--- src/rtl/intlv_block_feeder.sv ---
// -----------------------------------------------------------------------------
// intlv_block_feeder
//
// Purpose:
//   Sits between the code-block-segmentation (CBS) byte stream and the
//   interleaver. It accepts one code block as a valid/ready byte stream
//   (132 bytes for K=1056, 768 bytes for K=6144) and forwards each byte on the
//   interleaver's byte-shift interface. It then holds the interleaver's
//   ready_in high for exactly K cycles. CBS is back-pressured until the block
//   has fully drained, so only one block is in flight at a time.
//
// Sequence of states: IDLE -> LOAD -> GAP -> DRAIN -> DONE -> IDLE
//
// Ports:
//   clock        in   system clock, rising edge
//   rst          in   synchronous, active-high reset
//   cbs_byte     in   [7:0] data byte from CBS
//   cbs_valid    in   cbs_byte is valid
//   cbs_k6144    in   block size of the current block (1 = 6144, 0 = 1056)
//   cbs_ready    out  feeder can accept a byte (IDLE or LOAD, not in reset)
//   k_size_6144  out  latched block size, to the interleaver
//   databyte_out out  [7:0] byte to the interleaver shift register
//   shift_en     out  one-cycle shift strobe per forwarded byte
//   ready_out    out  interleaver ready_in, high for exactly K cycles
//   busy         out  block in progress (any state other than IDLE)
//   block_done   out  one-cycle pulse at the end of a block
//   blk_count    out  [15:0] completed-block counter
//
// Optional feature (compile-time macro INTLV_FEEDER_BLKCNT_EN):
//   defined     - blk_count counts DONE cycles, cleared by rst, wraps at 16 bits
//   not defined - blk_count is tied to zero and no counter exists
// -----------------------------------------------------------------------------
module intlv_block_feeder #(
  parameter int K_SMALL = 1056,
  parameter int K_LARGE = 6144,
  parameter int CNT_W   = 14
) (
  input  logic        clock,
  input  logic        rst,
  input  logic [7:0]  cbs_byte,
  input  logic        cbs_valid,
  input  logic        cbs_k6144,
  output logic        cbs_ready,
  output logic        k_size_6144,
  output logic [7:0]  databyte_out,
  output logic        shift_en,
  output logic        ready_out,
  output logic        busy,
  output logic        block_done,
  output logic [15:0] blk_count
);

  localparam logic [2:0] S_IDLE  = 3'd0;
  localparam logic [2:0] S_LOAD  = 3'd1;
  localparam logic [2:0] S_GAP   = 3'd2;
  localparam logic [2:0] S_DRAIN = 3'd3;
  localparam logic [2:0] S_DONE  = 3'd4;

  localparam logic [CNT_W-1:0] CNT_ONE = CNT_W'(1);

  logic [2:0]       state;
  logic [CNT_W-1:0] byte_cnt;
  logic [CNT_W-1:0] byte_cnt_nxt;
  logic [CNT_W-1:0] bit_cnt;
  logic [CNT_W-1:0] nbytes;
  logic [CNT_W-1:0] last_bit;
  logic             accept;

  // NOTE: cbs_ready is gated by rst so that no byte can be taken on the reset
  // edge itself, regardless of what state the register holds before reset.
  assign cbs_ready = !rst && ((state == S_IDLE) || (state == S_LOAD));
  assign accept    = cbs_valid && cbs_ready;

  // Block geometry follows the latched size, so a mid-block change on
  // cbs_k6144 cannot alter the byte count or drain length.
  assign nbytes   = k_size_6144 ? CNT_W'(K_LARGE / 8) : CNT_W'(K_SMALL / 8);
  assign last_bit = k_size_6144 ? CNT_W'(K_LARGE - 1) : CNT_W'(K_SMALL - 1);

  assign byte_cnt_nxt = byte_cnt + CNT_ONE;

  // Status outputs are pure decodes of the state register.
  assign ready_out  = (state == S_DRAIN);
  assign busy       = (state != S_IDLE);
  assign block_done = (state == S_DONE);

  // NOTE: every register here is written with non-blocking assignments so
  // that all state updates see the pre-edge values of their neighbours.
  always_ff @(posedge clock) begin
    if (rst) begin
      state        <= S_IDLE;
      byte_cnt     <= '0;
      bit_cnt      <= '0;
      k_size_6144  <= 1'b0;
      databyte_out <= 8'h00;
      shift_en     <= 1'b0;
    end else begin
      // Byte path: one registered stage; databyte_out holds between strobes.
      shift_en <= accept;
      if (accept) begin
        databyte_out <= cbs_byte;
      end

      case (state)
        S_IDLE: begin
          if (accept) begin
            k_size_6144 <= cbs_k6144;
            byte_cnt    <= CNT_ONE;
            state       <= S_LOAD;
          end
        end

        S_LOAD: begin
          if (accept) begin
            byte_cnt <= byte_cnt_nxt;
            if (byte_cnt_nxt == nbytes) begin
              state <= S_GAP;
            end
          end
        end

        // The final shift_en is visible during this cycle; the drain counter
        // is primed so DRAIN starts at bit 0.
        S_GAP: begin
          bit_cnt <= '0;
          state   <= S_DRAIN;
        end

        S_DRAIN: begin
          if (bit_cnt == last_bit) begin
            state <= S_DONE;
          end else begin
            bit_cnt <= bit_cnt + CNT_ONE;
          end
        end

        S_DONE: begin
          state <= S_IDLE;
        end

        default: begin
          state <= S_IDLE;
        end
      endcase
    end
  end

`ifdef INTLV_FEEDER_BLKCNT_EN
  always_ff @(posedge clock) begin
    if (rst) begin
      blk_count <= 16'h0000;
    end else if (state == S_DONE) begin
      blk_count <= blk_count + 16'd1;
    end
  end
`else
  assign blk_count = 16'h0000;
`endif

endmodule
--- config.mk ---
export PLATFORM = sky130hd
export DESIGN_NAME = intlv_block_feeder
export DESIGN_NICKNAME = d
export VERILOG_FILES = /design/src/rtl/intlv_block_feeder.sv
export SDC_FILE = /design/constraint.sdc
export NUM_CORES = 1
export LEC_CHECK = 0
export ABC_AREA = 1
export BUFFER_PORTS_ARGS = -buffer_cell sky130_fd_sc_hd__buf_2
export CAP_MARGIN = 20
export CORE_MARGIN = 3
export CORE_UTILIZATION = 40
export CTS_BUF_LIST = sky130_fd_sc_hd__clkbuf_8 sky130_fd_sc_hd__clkbuf_16
export CTS_CLUSTER_DIAMETER = 100
export DETAILED_ROUTE_END_ITERATION = 10
export GPL_ROUTABILITY_DRIVEN = 0
export HOLD_SLACK_MARGIN = 0.05
export PLACE_DENSITY = 0.59
export SYNTH_ARGS = -nofsm -noshare
export SYNTH_HDL_FRONTEND = slang
export SYNTH_SLANG_ARGS = --single-unit
--- constraint.sdc ---
create_clock -name clock -period 1.9 [get_ports clock]
set_clock_uncertainty 0.2 [all_clocks]
set_input_delay 0 -clock clock [delete_from_list [all_inputs] [get_ports clock]]
set_output_delay 0 -clock clock [all_outputs]
set_load 0.01 [all_outputs]
== After elaboration in Yosys (flattened, before gate mapping) ==
Cells that the tools add are included.
Storage, ports and cells
  register bits after elaboration: 41
  word-level logic and storage cells: 43
Cells by class
  add/sub/neg operators: 2
  eq/ne operators: 11
  mux-type cells: 12
  reduce and logical (&&, ||, !) cells: 12
Operators by type and width (number)
  one-hot mux 14 bit (2 select lines): 2
  2-to-1 mux 14 bit: 3
  adder 14 x 1 -> 14 bit, second input constant: 2
  == test 14 x 10 -> 1 bit: 1
  == test 14 x 13 -> 1 bit: 1
  2-to-1 mux 13 bit: 1
  2-to-1 mux 3 bit: 4
  one-hot mux 3 bit (4 select lines): 1
  2-to-1 mux 10 bit: 1
  == test 3 x 2 -> 1 bit, second input constant: 2
  != test 2 bit, second input constant: 3
  != test 2 x 1 -> 1 bit, second input constant: 2
  AND reduction 2 bit: 2
  AND reduction 4 bit: 1
  nonzero test 2 bit: 2
  == test 3 x 1 -> 1 bit, second input constant: 1
  == test 3 bit, second input constant: 1
  zero test 3 bit: 1
  AND reduction 3 bit: 1
  nonzero test 3 bit: 1
  logical AND 1 bit: 2
  zero test 1 bit: 1
  logical OR 1 bit: 1

== Logic depth before layout (Yosys ltp) ==
Gate-level depths: netlist (run 1).
  word-level depth: 6
  gate-level depth with buffers: 15

== Worst setup path after synthesis (run 1) ==
No wires, ideal clock.
  kind: flip-flop to flip-flop
  start: reg byte_cnt[0]
  end: reg state[0]
  setup time: 0.113 ns
  data arrival time: 1.529 ns
  required time: 1.587 ns
  setup slack: 0.058 ns
  cell stages (with the launch flop): 15
  cell sequence: dfxtp_1 -> ha_1 -> nand2_1 -> nor2_2 -> nand2_1 -> nand2_1 -> nand2_1 -> nor2_1 -> nand3_1 -> nand2_1 -> nand2_1 -> nand2_1 -> nand2_1 -> o21ai_1 -> inv_1
On the way
  word-level cells in the longest chain between the ends: 4
RTL lines
  start, declared: line 62  | logic [CNT_W-1:0] byte_cnt;
  start signal, assigned: line 114  | byte_cnt <= byte_cnt_nxt;
  adder 14 x 1 -> 14 bit: line 79  | assign byte_cnt_nxt = byte_cnt + CNT_ONE;
  == test 14 x 10 -> 1 bit: line 115  | if (byte_cnt_nxt == nbytes) begin
  != test 2 x 1 -> 1 bit (no line)
  AND reduction 4 bit (no line)
  end signal, assigned: line 90  | state <= S_IDLE;
  end signal, assigned: line 116  | state <= S_GAP;
  end signal, assigned: line 125  | state <= S_DRAIN;
  end, declared: line 61  | logic [2:0] state;
Every way passes these cells.
A chain may end at the register's enable or synchronous reset.

== Worst setup path in the final report (run 1) ==
Ends and elaborated chain as after synthesis.

==> out/results.md, run 1 <==
* 0 — DRC Markers
* input pin to register — path class of the lowest-slack min-delay path
* 2 — number of H-tree branching levels
* 0 — total gr overflow
* 5 — total clock buffers created by CTS
* 20 — maximum number of pins on one net before global-route repair
* register — type of element capturing the critical path
* 12.2 um — Routed wire per std cell
* 3.03 mm — routed length on met1
* 27 — row count
* 83.6 um — Die Y
* 1.01 — ratio of final minimum period to clock period
* 2 — maximum clock path buffer count
* 4.85 — Via-to-Cell Ratio
* 0 — initial antenna violation count
* -0.0146 ns — minimum setup slack in the final design
* simple AND/OR/NAND/NOR gates — main combinational cell family by area after synthesis
* 0.389 mV — maximum VDD drop
* 4.17 mm — hpwl dp
* 446 — Layout Nets
* 0 — Post-synth EDFFs
* 5 — top fanout value on the critical path
* 32.4% — growth of design area from synthesis to finish
* 0 — final hold violations
* 42 — count of boundary I/O pins
* 0.398 — simple-gate share of the synthesized area
* 0.340 — proportion of synthesized chip area in sequential cells
* 545 — filler cell count
* -0.0146 ns — Fin Setup TNS
* 365 — number of instances in the synthesized netlist
* 0 — share of synthesized area spent on multiplexers
* yes — CTS tree
* 1.89 ns — Worst EP required
* 260 um — total length of routed met3 wires
* 1 — number of setup violations in the final report
* 505 — final cell count without fillers
* 653 nW/um^2 — pwr dens
* sky130_fd_sc_hd__dfxtp_1 — main flop type after synthesis
* 0.0104 — adder and majority cell fraction of the synthesized area
* met4 — highest metal used
* 0.171 — total track usage
* 6.14 mm — total routed wirelength
* 2.74 mm — met2 layer wire length in the routed design
* 0.562 — Layout Utilization
* 0 — yosys warns
* 5680 um^2 — Core Region
* sky130_fd_sc_hd__clkbuf_8 — clock root cell
* 6990 um^2 — die area
* register to register — class of the most critical setup path
* 0 — max-cap check violation count
* 0.00137 uW — Leak
* 0.00727 — parity-gate share of the synthesized area counting xor and xnor cells
* 2410 um^2 — summed instance area of the synthesized netlist
* 6.61 um^2 — mean post-synth cell area
* 144 — violation count after the first detailed-routing iteration
* register — CP startpoint kind
* 0 — ys async rst share
* 41 — synthesis-stage register bit count
* 0.277 — share of post-route cells with drive strength above 1
* 0 — Antenna diodes
* 0 — antenna-violating nets left
* 4 — first-pass iteration count of the detailed router
* 2,239 — number of global-route vias before repair
* 0.425 — initial standard-cell utilization of the core
* 481 — total instance count after detailed placement
* setup timing — failing checks
* 1.91 ns — min Tclk post-route
* 0.08 ns — clock slew at reported path FFs
* 0.30 ns — Worst-Skew Late Latency
* 38 — unique cell type count in the Yosys netlist
* 10.0 mm — first-pass GRT wire length
* 2,448 — vias
* complete, but fails checks — status
* 1.91 ns — data arrival time of the worst path
* 25 — number of buffers added on ports
* 0 — final-report max-slew violation count
* 0.111 — Compound-Gate Fraction of Synth Area
* 41 — count of clock tree sinks
* 522 MHz — Highest Clock Rate
* 83.6 um — Chip Width
* yes — setup repair after global routing missed its margin
metal layers:
layer,up-vias,track usage
met5,-,0
met4,0,0.0570
met3,13,0.0365
met2,64,0.266
met1,1085,0.235
li1,1286,-
repair_timing:
item,CTS,global route
endpoints found under the setup margin,2,21
resized for setup,12,38
hold buffers,11,0
pin swaps,1,14
hold endpoints to repair,33,0
setup buffers,0,3
gates cloned,0,2
path summary, 6_finish.rpt:
check                       start         endpoint  slack (ns)  cells past startpoint
setup / recovery      byte_cnt[0]         state[0]       -0.01                     14
hold / removal        cbs_byte[4]  databyte_out[4]        0.23                      4
setup reg to reg      byte_cnt[0]         state[0]       -0.01                     14
hold reg to reg   databyte_out[2]  databyte_out[2]        0.26                      2
cells by family after synthesis:
group	after synthesis
flops	41
other cells	1
compound gates	46
simple gates	209
xor+xnor	2
fa+ha+maj	2
buf+inv	64
critical path: stages (launching register included):
cell,delay [ns]
sky130_fd_sc_hd__dfxtp_4,0.38
sky130_fd_sc_hd__buf_4,0.12
sky130_fd_sc_hd__nand2_2,0.05
sky130_fd_sc_hd__nor2_4,0.17
sky130_fd_sc_hd__nand3_2,0.08
sky130_fd_sc_hd__nand2_1,0.07
sky130_fd_sc_hd__nand2_2,0.07
sky130_fd_sc_hd__nor2_2,0.10
sky130_fd_sc_hd__nand2_1,0.05
sky130_fd_sc_hd__nor2_1,0.11
sky130_fd_sc_hd__nand2_1,0.07
sky130_fd_sc_hd__nand2_1,0.08
sky130_fd_sc_hd__nand2_1,0.06
sky130_fd_sc_hd__o21ai_1,0.14
sky130_fd_sc_hd__inv_1,0.05
placed cells by master, fill, tap and decap left out, types with 4 or more instances in the layout:
cell type and count:
sky130_fd_sc_hd__a21oi_1 29, sky130_fd_sc_hd__buf_2 25, sky130_fd_sc_hd__buf_4 31, sky130_fd_sc_hd__clkbuf_8 5, sky130_fd_sc_hd__conb_1 16, sky130_fd_sc_hd__dfxtp_1 34, sky130_fd_sc_hd__dfxtp_2 5, sky130_fd_sc_hd__dlygate4sd3_1 11
sky130_fd_sc_hd__inv_1 33, sky130_fd_sc_hd__inv_2 4, sky130_fd_sc_hd__nand2_1 107, sky130_fd_sc_hd__nand2_2 6, sky130_fd_sc_hd__nand2_4 5, sky130_fd_sc_hd__nand3_1 24, sky130_fd_sc_hd__nand3_2 6, sky130_fd_sc_hd__nand3b_1 4
sky130_fd_sc_hd__nand4_1 12, sky130_fd_sc_hd__nor2_1 19, sky130_fd_sc_hd__nor2_2 5, sky130_fd_sc_hd__nor2_4 6, sky130_fd_sc_hd__nor3_1 7, sky130_fd_sc_hd__o21ai_0 6
synth_stat cells (all sizes together) (4+ instances only):
library cell,number,area share
a21oi,30,0.067
buf,20,0.061
clkbuf,5,0.0078
dfxtp,41,0.34
inv,38,0.059
nand2,118,0.19
nand3,31,0.069
nand3b,4,0.012
nand4,12,0.031
nor2,30,0.052
nor3,10,0.032
o21ai,8,0.017
cell type report:
class | count | area [um^2] | area share
Clock inverter | 3 | 65.1 | 0.0204
Timing Repair inverter | 1 | 8.76 | 0.00274
Tap cell | 72 | 90.1 | 0.0282
Multi-Input combinational cell | 276 | 1480 | 0.464
Sequential cell | 41 | 835 | 0.261
Timing Repair Buffer | 68 | 479 | 0.150
Clock buffer | 5 | 68.8 | 0.0216
Inverter | 39 | 164 | 0.0514
stage by stage:
stage                     cell area, um^2  setup WS [ns]  hold slack (ns)  power, uW
after floorplan                      2470         0.0576          -0.0894       1120
after global placement               2730        -0.0459         -0.00592       1200
after detailed placement             2730        -0.0963         -0.00111       1210
after CTS                            3010       0.000569            0.218       2070
after global routing                 3190         -0.194            0.249       2180
final                                3190        -0.0146            0.232       2080
sequential cells by signal, indices dropped and copies added, names as in the netlist:
name,count
state,3
byte_cnt,14
databyte_out,8
shift_en,1
k_size_6144,1
bit_cnt,14
where the power goes:
part / internal (uW) / switching (uW)
Sequential: 892 / 21.9
Combinational: 133 / 187
Clock: 522 / 327
Total: 1550 / 536
Power figures use the tool's default switching activity.
==> run 2: changes to the inputs <==
--- a/config.mk
+++ b/config.mk
@@ -9,13 +9,14 @@
 export BUFFER_PORTS_ARGS = -buffer_cell sky130_fd_sc_hd__buf_2
 export CAP_MARGIN = 20
 export CORE_MARGIN = 3
-export CORE_UTILIZATION = 40
+export CORE_UTILIZATION = 35
 export CTS_BUF_LIST = sky130_fd_sc_hd__clkbuf_8 sky130_fd_sc_hd__clkbuf_16
 export CTS_CLUSTER_DIAMETER = 100
 export DETAILED_ROUTE_END_ITERATION = 10
 export GPL_ROUTABILITY_DRIVEN = 0
 export HOLD_SLACK_MARGIN = 0.05
-export PLACE_DENSITY = 0.59
+export PLACE_DENSITY = 0.52
+export SETUP_SLACK_MARGIN = 0.15
 export SYNTH_ARGS = -nofsm -noshare
 export SYNTH_HDL_FRONTEND = slang
 export SYNTH_SLANG_ARGS = --single-unit
==> run 2 against run 1 <==
- the flow now finishes without violations
- setup slack better by 0.023 ns
- clock power down 16%
- sequential power about the same
- critical path type unchanged
==> out/results.md, run 2 (synthesized netlist as in run 1, its figures left out) <==
* complete, no violations — status
* 2,375 — number of global-route vias before repair, +6.1%
* 1660 um^2 — area occupied by multi-input gates, +12%
* byte_cnt[3] — FF-to-FF End
* register to register — class of the most critical setup path
* sky130_fd_sc_hd__buf_4 — most used cell, CP
* 0.09 ns — clock slew at reported path FFs, about the same
* 12 — Levels on crit path, -2
* 0 — initial antenna violation count, unchanged
* 3610 um^2 — Layout Cell Area excl Fill, +13%
* 6490 um^2 — Core Region, +14%
* 0.177 — total track usage, +0.00602
* 0.00854 ns — minimum setup slack in the final design, +0.0232 ns
* 0 — final-report max-slew violation count, unchanged
* 41 — count of clock tree sinks, unchanged
* 0.009 ns — reg-to-reg slack, setup, +0.02 ns
* 12.6 um — Routed wire per std cell, +4.0%
* 2,604 — vias, +6.4%
* yes — setup repair after global routing missed its margin
* sky130_fd_sc_hd__dfxtp_4 — highest-delay cell along the critical path
* 0 — Antenna diodes, unchanged
* 2 — number of H-tree branching levels, unchanged
* byte_cnt[1] — start point of the critical path
* 539 — final cell count without fillers, +6.7%
* -0.121 ns — post-placement setup slack, -0.0249 ns
* 529 MHz — Highest Clock Rate, +1.2%
* 5 — total clock buffers created by CTS, unchanged
* 548 nW/um^2 — pwr dens, -16%
* 7920 um^2 — die area, +13%
* 89 um — Die Y, +6.4%
* 0 — DRC Markers, unchanged
* 0 — final hold violations, unchanged
* 11.0 mm — first-pass GRT wire length, +9.9%
* 0.36 ns — Max stage delay on crit path, -0.02 ns
* 0.385 — share of post-route cells with drive strength above 1, +0.108
* input pin to register — path class of the lowest-slack min-delay path
* 25 — number of buffers added on ports, unchanged
* 1.88 ns — Worst EP required, about the same
* 8 — Critical path buffers and inverters, +6
* 1980 uW — total design power, -5.0%
* byte_cnt[1] — worst r2r src
* buf_6 > buf_6 > nand4_1 > nand2_2 > buf_6 > buf_4 > buf_4 > buf_4 > buf_4 > buf_4 > nand2_1 > a21oi_1 — ordered cell list for the critical path
* 0 — antenna-violating nets left, unchanged
* 4 — first-pass iteration count of the detailed router, unchanged
* 0.30 ns — Worst-Skew Late Latency, about the same
* bit_cnt x14, byte_cnt x14, databyte_out x8 — biggest registers after layout
* 0.996 — ratio of final minimum period to clock period, -0.0122
* sky130_fd_sc_hd__nand2_1 (96), sky130_fd_sc_hd__buf_4 (52), sky130_fd_sc_hd__inv_1 (34) — highest-count cells in the layout ignoring fill and taps
* 0.469 mV — maximum VDD drop, +20%
* sky130_fd_sc_hd__clkbuf_8 — clock root cell
* sky130_fd_sc_hd__nand2_1 — most frequent standard cell in the layout excluding fill and tap cells
* 1.87 ns — data arrival time of the worst path, -0.04 ns
* 838 um^2 — Sequential Area, +0.45%
* 4 — cell depth of the worst hold path, unchanged
* 1.89 ns — min Tclk post-route, -0.0232 ns
* 49.7% — growth of design area from synthesis to finish
* 3 — top fanout value on the critical path, -2
* 89 um — Chip Width, +6.4%
* 475 — Layout Nets, +6.5%
* 2820 um^2 — area after detailed placement, +3.0%
* 0 — number of setup violations in the final report, -1
* buffers and inverters — Crit path max-delay family
* 108 — violation count after the first detailed-routing iteration, -25%
* 0.371 — initial standard-cell utilization of the core, -0.0536
* byte_cnt[3] — Critical Path End
* 0.00155 uW — Leak, +13%
* 29 — row count, +7.4%
* 492 — total instance count after detailed placement, +2.3%
* 0 — max-cap check violation count, unchanged
* register — CP startpoint kind
* 4.54 mm — hpwl dp, +8.8%
* yes — CTS tree
* 0.226 ns — Hold WS, -0.00533 ns
* 6.82 mm — total routed wirelength, +11%
* 42 — count of boundary I/O pins, unchanged
* 4.83 — Via-to-Cell Ratio, -0.34%
* 2 — maximum clock path buffer count, unchanged
* 601 — filler cell count, +10%
* 15 — maximum number of pins on one net before global-route repair, -25%
* 0 — total gr overflow, unchanged
* 12 — worst-case reg-to-reg path depth, -2
* register — type of element capturing the critical path
[run 2: worst min path at each step]
stage,from,endpoint,slack (ns)
global placement,cbs_byte[0],databyte_out[0],-0.006
global route,cbs_byte[6],databyte_out[6],0.23
finish,cbs_byte[6],databyte_out[6],0.23
detailed placement,cbs_byte[0],databyte_out[0],-0.003
floorplan,cbs_byte[0],databyte_out[0],-0.09
CTS,cbs_byte[1],databyte_out[1],0.21
[run 2: cell type report]
type,instances,area share
timing repair buffer,97,0.201
inverter,39,0.0454
timing repair inverter,1,0.00451
clock buffer,5,0.0191
tap,77,0.0267
multi-input combinational,276,0.459
clock inverter,3,0.0118
sequential,41,0.232
[run 2: tightest hold or removal path, cell delays in order]
cell                            delay [ns]
sky130_fd_sc_hd__dlygate4sd3_1        0.51
sky130_fd_sc_hd__buf_2                0.09
sky130_fd_sc_hd__nand2_1              0.04
sky130_fd_sc_hd__nand2_1              0.05
[run 2: stage by stage]
step | utilization | setup TNS (ns)
final | 0.556 | 0
after global routing | 0.556 | -1.06
after CTS | 0.531 | -0.0125
after detailed placement | 0.433 | -0.178
after global placement | 0.433 | -0.144
after floorplan | - | 0
[run 2: report_power, final]
group / leakage (uW) / switching (uW) / internal (uW)
logic: 0.00115 / 206 / 144
clock network: 0.0000595 / 326 / 390
registers: 0.000337 / 22.0 / 890
[run 2: per-layer routing]
layer / share of wire / global-route usage
met5: 0 / 0
met4: 0.015 / 0.0447
met3: 0.044 / 0.0433
met2: 0.47 / 0.289
met1: 0.47 / 0.236
[run 2: timing repair]
| action | in CTS | in global routing |
|---|---|---|
| setup endpoints to repair | 32 | 40 |
| pin swaps | 34 | 33 |
| cloned | 2 | 0 |
| gates resized for setup | 66 | 30 |
| buffers inserted | 19 | 7 |
| endpoints found under the hold margin | 27 | 0 |
| hold buffers | 11 | 0 |
